### config.mk
export PLATFORM = sky130hd
export DESIGN_NAME = multiplexed_hex_display
export DESIGN_NICKNAME = d
export VERILOG_FILES = /design/src/rtl/hex_display_pkg.sv /design/src/rtl/hex_to_seg_decoder.sv /design/src/rtl/multiplexed_hex_display.sv
export SDC_FILE = /design/constraint.sdc
export NUM_CORES = 1
export LEC_CHECK = 0
export ABC_AREA = 1
export BUFFER_PORTS_ARGS = -buffer_cell sky130_fd_sc_hd__buf_4
export CORE_MARGIN = 5
export CORE_UTILIZATION = 40
export DETAILED_ROUTE_END_ITERATION = 16
export PLACE_DENSITY = 0.6
export SYNTH_ARGS = -nofsm -noshare
export SYNTH_HDL_FRONTEND = slang
export SYNTH_SLANG_ARGS = --single-unit
export TNS_END_PERCENT = 20
### constraint.sdc
create_clock -name CLK -period 5.9 [get_ports CLK]
set_input_delay 1.18 -clock CLK [delete_from_list [all_inputs] [get_ports CLK]]
set_output_delay 1.18 -clock CLK [all_outputs]
set_load 0.02 [all_outputs]
### src/rtl/hex_display_pkg.sv
// Shared constants for the multiplexed hex display: segment codes and sizing helper.
package hex_display_pkg;

    localparam logic [6:0] SEG_BLANK = 7'h7F;

    // Active-low {g,f,e,d,c,b,a} patterns for nibbles 0..F
    localparam logic [6:0] SEG_CODES [16] = '{
        7'h40, 7'h79, 7'h24, 7'h30, 7'h19, 7'h12, 7'h02, 7'h78,
        7'h00, 7'h10, 7'h08, 7'h03, 7'h46, 7'h21, 7'h06, 7'h0E
    };

    function automatic int clog2(input int n);
        int r;
        r = 1;
        for (int i = 1; i < 31; i++) begin
            if ((1 << i) < n) r = i + 1;
        end
        return r;
    endfunction

endpackage

### src/rtl/hex_to_seg_decoder.sv
// Nibble to active-low seven-segment pattern.
module hex_to_seg_decoder
    import hex_display_pkg::*;
(
    input  logic [3:0] nibble,
    output logic [6:0] seg
);

    assign seg = SEG_CODES[nibble];

endmodule

### src/rtl/multiplexed_hex_display.sv
// Scans an N-digit common-anode display from a frame-aligned shadow copy of the value,
// with guard time, PWM dimming, per-digit enables/dots and leading-zero blanking.
module multiplexed_hex_display
    import hex_display_pkg::*;
#(
    parameter int NUM_DIGITS   = 4,
    parameter int REFRESH_DIV  = 100000,
    parameter int GUARD_CYCLES = 16
) (
    input  logic                    CLK,
    input  logic                    RESET,
    input  logic [4*NUM_DIGITS-1:0] VALUE,
    input  logic [NUM_DIGITS-1:0]   DOTS,
    input  logic [NUM_DIGITS-1:0]   DIGIT_ENABLE,
    input  logic                    LZ_BLANK,
    input  logic [3:0]              BRIGHTNESS,
    input  logic                    LOAD,
    output logic [7:0]              HEX_TO_CELL,
    output logic [NUM_DIGITS-1:0]   SEGMENT_SELECT,
    output logic                    FRAME_DONE
);

    localparam int SW = clog2(REFRESH_DIV);
    localparam int DW = clog2(NUM_DIGITS);

    logic [SW-1:0]             slot_cnt;
    logic [DW-1:0]             digit_idx;
    logic [3:0]                pwm_cnt;

    logic [4*NUM_DIGITS-1:0]   pend_value, shad_value;
    logic [NUM_DIGITS-1:0]     pend_dots, shad_dots;
    logic [NUM_DIGITS-1:0]     pend_en, shad_en;
    logic                      pend_valid;

    logic                      slot_last, digit_last, boundary;
    logic [3:0]                cur_nibble;
    logic                      cur_dot, cur_en, cur_blank, zero_above, lit;
    logic [6:0]                dec_seg, seg_code;
    logic [7:0]                hex_next;
    logic [NUM_DIGITS-1:0]     sel_next;

    assign slot_last  = (slot_cnt == SW'(REFRESH_DIV - 1));
    assign digit_last = (digit_idx == DW'(NUM_DIGITS - 1));
    assign boundary   = slot_last && digit_last;

    // Walk from the top digit down so zero_above covers nibbles i..N-1 when digit i is reached
    always_comb begin
        cur_nibble = 4'h0;
        cur_dot    = 1'b0;
        cur_en     = 1'b0;
        cur_blank  = 1'b0;
        zero_above = 1'b1;
        for (int i = NUM_DIGITS - 1; i >= 0; i--) begin
            zero_above = zero_above && (shad_value[4*i +: 4] == 4'h0);
            if (digit_idx == DW'(i)) begin
                cur_nibble = shad_value[4*i +: 4];
                cur_dot    = shad_dots[i];
                cur_en     = shad_en[i];
                cur_blank  = (i != 0) && zero_above;
            end
        end
    end

    hex_to_seg_decoder u_decoder (
        .nibble (cur_nibble),
        .seg    (dec_seg)
    );

    assign lit      = (slot_cnt >= SW'(GUARD_CYCLES)) && (pwm_cnt <= BRIGHTNESS) && cur_en;
    assign seg_code = (LZ_BLANK && cur_blank) ? SEG_BLANK : dec_seg;
    assign hex_next = lit ? {~cur_dot, seg_code} : 8'hFF;

    always_comb begin
        sel_next = '1;
        for (int i = 0; i < NUM_DIGITS; i++) begin
            if (lit && (digit_idx == DW'(i))) sel_next[i] = 1'b0;
        end
    end

    always_ff @(posedge CLK or posedge RESET) begin
        if (RESET) begin
            slot_cnt       <= '0;
            digit_idx      <= '0;
            pwm_cnt        <= '0;
            pend_value     <= '0;
            pend_dots      <= '0;
            pend_en        <= '0;
            pend_valid     <= 1'b0;
            shad_value     <= '0;
            shad_dots      <= '0;
            shad_en        <= '0;
            HEX_TO_CELL    <= 8'hFF;
            SEGMENT_SELECT <= '1;
            FRAME_DONE     <= 1'b0;
        end else begin
            pwm_cnt <= pwm_cnt + 4'd1;
            if (slot_last) begin
                slot_cnt  <= '0;
                digit_idx <= digit_last ? '0 : digit_idx + DW'(1);
            end else begin
                slot_cnt <= slot_cnt + SW'(1);
            end

            FRAME_DONE     <= boundary;
            HEX_TO_CELL    <= hex_next;
            SEGMENT_SELECT <= sel_next;

            // Shadow only moves on the frame boundary; a LOAD on that exact cycle bypasses pending
            if (boundary) begin
                pend_valid <= 1'b0;
                if (LOAD) begin
                    shad_value <= VALUE;
                    shad_dots  <= DOTS;
                    shad_en    <= DIGIT_ENABLE;
                end else if (pend_valid) begin
                    shad_value <= pend_value;
                    shad_dots  <= pend_dots;
                    shad_en    <= pend_en;
                end
            end else if (LOAD) begin
                pend_value <= VALUE;
                pend_dots  <= DOTS;
                pend_en    <= DIGIT_ENABLE;
                pend_valid <= 1'b1;
            end
        end
    end

endmodule

==> flow_summary.ini <==
[synthesis]
synth_warnings = 0
syn_area_sq_mm = 0.00472
yosys.area.top_type = dfrtp_1
synthesis.area_per_instance_sq_um = 8.23
synth_top_area_share_pct = 38.7
synthCells = 573
yosys-top-cells-area = dfrtp_1, nand2_1, dfstp_2
syn-num-nets = 623
seq_area_frac_synth_pct = 45.4
synth_seq_cells = 85
yosysUniqueCellTypes = 33

[worst_setup_path]
path_buf_inv = 1
crit_fanout = 50
reg2reg_depth = 11
critPathTopFamily = simple AND/OR/NAND/NOR gates
rr_startpoint = digit_idx[0]
crit_path_end = shad_dots[1]
r2r_end = HEX_TO_CELL[3]
crit_top_cell = nand2_1
crit_cells = 5
cp-end-kind = flop
cp.arrival_ns = 2.67
reg2reg_slack_ns = 3.49
worstSetupStartpoint = LOAD
slowest_delay_ns = 0.51
crit_type = in -> reg
slowest_stage = or2_2
path_cells = buf_4, or2_2, nand3_4, nand2_1, nand2_1
cp.required_ns = 6.13
startpoint_type = primary input

[floorplanning]
die_w_um = 119
die-area_sq_mm = 0.0141
start_util_pct = 41.1
fp.dieH_um = 119
pin_count = 45
rows = 39
core_area_sq_mm = 0.0115

[grt]
grt_max_degree = 60
overflow = 0
grt_pass1_wl_um = 17800
grt_pass1_vias = 3680
grt_antenna_before_repair = 0
grt_usage_pct = 15.1

[clock_tree]
cts_hold_buf = 0
cts_resized = 0
cts_tree = yes
clkLatencyLatePin_ns = 0.34
cts_max_level = 3
cts_setup_buffers = 0
cts_max_path_buffers = 2
cts_root_buffer = clkbuf_16
clock_sinks = 85
cts_made_buffers = 9
clkTransAtPathRegs_ns = 0.07

[routing]
route.detailed.drc = 0
vias = 3755
route.met3.wl_um = 493
ant_nets = 0
first_iter_violations = 236
wl_met1_um = 5090
highest_layer = met4
routed_via_density = 4.99
drtPass1Iterations = 4
drt-total-wl_um = 10200
dr_wl_met2_um = 4400
wl_per_cell_um = 13.5

[timing]
max_freq_mhz = 410
worst_pin_slew_ns = 0.728
fin_crit_sh_pct = 41.4
rsz0062_at_grt = false
setup_viol = 0
layout_min_cycle_time_ns = 2.44
finClkSkew_ns = 0.00672
slew_violations = 0
slew-limit-headroom_pct = 51.5
fin_tns_setup_ns = 0
hold_violations = 0

[place]
hpwl_um = 7270
io_buffers = 44
gp_congestion = 0.892

[layout]
finalNetCount = 655
fin_util_pct = 47.3
drive_gt1_share_pct = 19.2
antenna_cells = 0
syn_to_final_growth_pct = 15.1
final_cell_mix = nand2_1, dfrtp_1, nand3_1
final_common_cell = nand2_1

[power_and_ir_drop]
power.share.switching_pct = 22.1
p_leak_nw = 2.82
switchingPower_w = 0.000289
p_int_w = 0.00102
power_frac_clock_pct = 48.0
power.density_mw_per_mm2 = 241
sequentialPowerShare_pct = 46.2
irDropWorstVdd_v = 0.000147
comb_power_share_pct = 5.8

[run_status]
outcome = complete, no violations

[hold_path]
hold_depth = 2
holdCritPathClass = reg -> reg

[run]
cap_violations = 0
-- per-layer routing --
metal	vias up	global-route usage, %
li1	1922	-
met1	1736	21.6
met2	86	22.7
met3	11	2.58
met4	0	5.95
met5	-	0
-- flip-flops by register name, indices dropped and copies added, names as in the netlist, 2 cells and up --
name,cells
slot_cnt,17
pend_value,16
shad_value,16
HEX_TO_CELL,8
SEGMENT_SELECT,4
pend_dots,4
pend_en,4
pwm_cnt,4
shad_dots,4
shad_en,4
digit_idx,2
-- cell usage after synthesis (all sizes together) --
cell type	count
nand2	187
a21boi	1
nand4	32
nand3b	3
inv	54
dfrtp	73
clkbuf	3
nor3b	3
nor3	5
a21oi	12
o21ai	7
and2	1
nor2	44
or2	2
o22ai	2
dfstp	12
ha	18
mux2	24
nand3	58
buf	22
o211ai	1
xnor2	3
xor2	6
-- cells by family (layout without fill, tap and decap cells) --
family,count (synthesis),after routing,synth area share (%)
xor gates and xnor gates,9,9,1.67
and+or+nand+nor,335,335,32.4
DFF,85,85,45.4
muxes,24,24,5.73
buffers and inverters,79,116,7.43
AOI/OAI and AO/OA,23,23,2.60
adders and majority gates,18,18,4.77
-- final cells by class --
| type | instances | area (sq um) |
|---|---|---|
| Clock buffer | 10 | 239 |
| Clock inverter | 6 | 93.8 |
| Fill cell | 1125 | 6040 |
| Inverter | 54 | 204 |
| Multi-Input combinational cell | 409 | 2220 |
| Sequential cell | 85 | 2140 |
| Tap cell | 143 | 179 |
| Timing Repair Buffer | 46 | 345 |
-- worst min path at each step --
stage,start,to
finish,pend_value[4],pend_value[4]
global route,pend_value[3],pend_value[3]
detailed placement,pend_dots[2],pend_dots[2]
floorplan,shad_value[1],shad_value[1]
global placement,pend_value[3],pend_value[3]
CTS,pend_dots[2],pend_dots[2]
-- metrics by stage --
step                power, W  area, sq um  std cells  hold WS (ns)  setup slack (ns)
finish               0.00131         5430        753         0.472              3.46
global route         0.00137         5430        753         0.489              3.27
CTS                  0.00133         5430        753         0.474              3.48
detailed placement  0.000692         5090        737         0.456              3.12
global placement    0.000690         5090        737         0.450              3.17
floorplan           0.000663         4720        573         0.434              2.55
-- worst reg2reg max path: stages, from the launching register on --
cell,delay (ns)
dfrtp_1,0.41
inv_1,0.11
ha_1,0.43
inv_1,0.17
or2_2,0.30
nand2_1,0.22
inv_1,0.13
ha_1,0.22
nand3_1,0.11
nand2_1,0.07
nand2_1,0.05
nand3_1,0.08
-- power groups by stage --
stage	combinational, W	sequential, W	clock [W]
floorplan	0.0000494	0.000613	0
global placement	0.0000758	0.000614	0
detailed placement	0.0000771	0.000615	0
CTS	0.0000783	0.000605	0.000645
global route	0.0000870	0.000606	0.000673
finish	0.0000762	0.000605	0.000628
No activity file was read; power rests on OpenSTA's default activity.
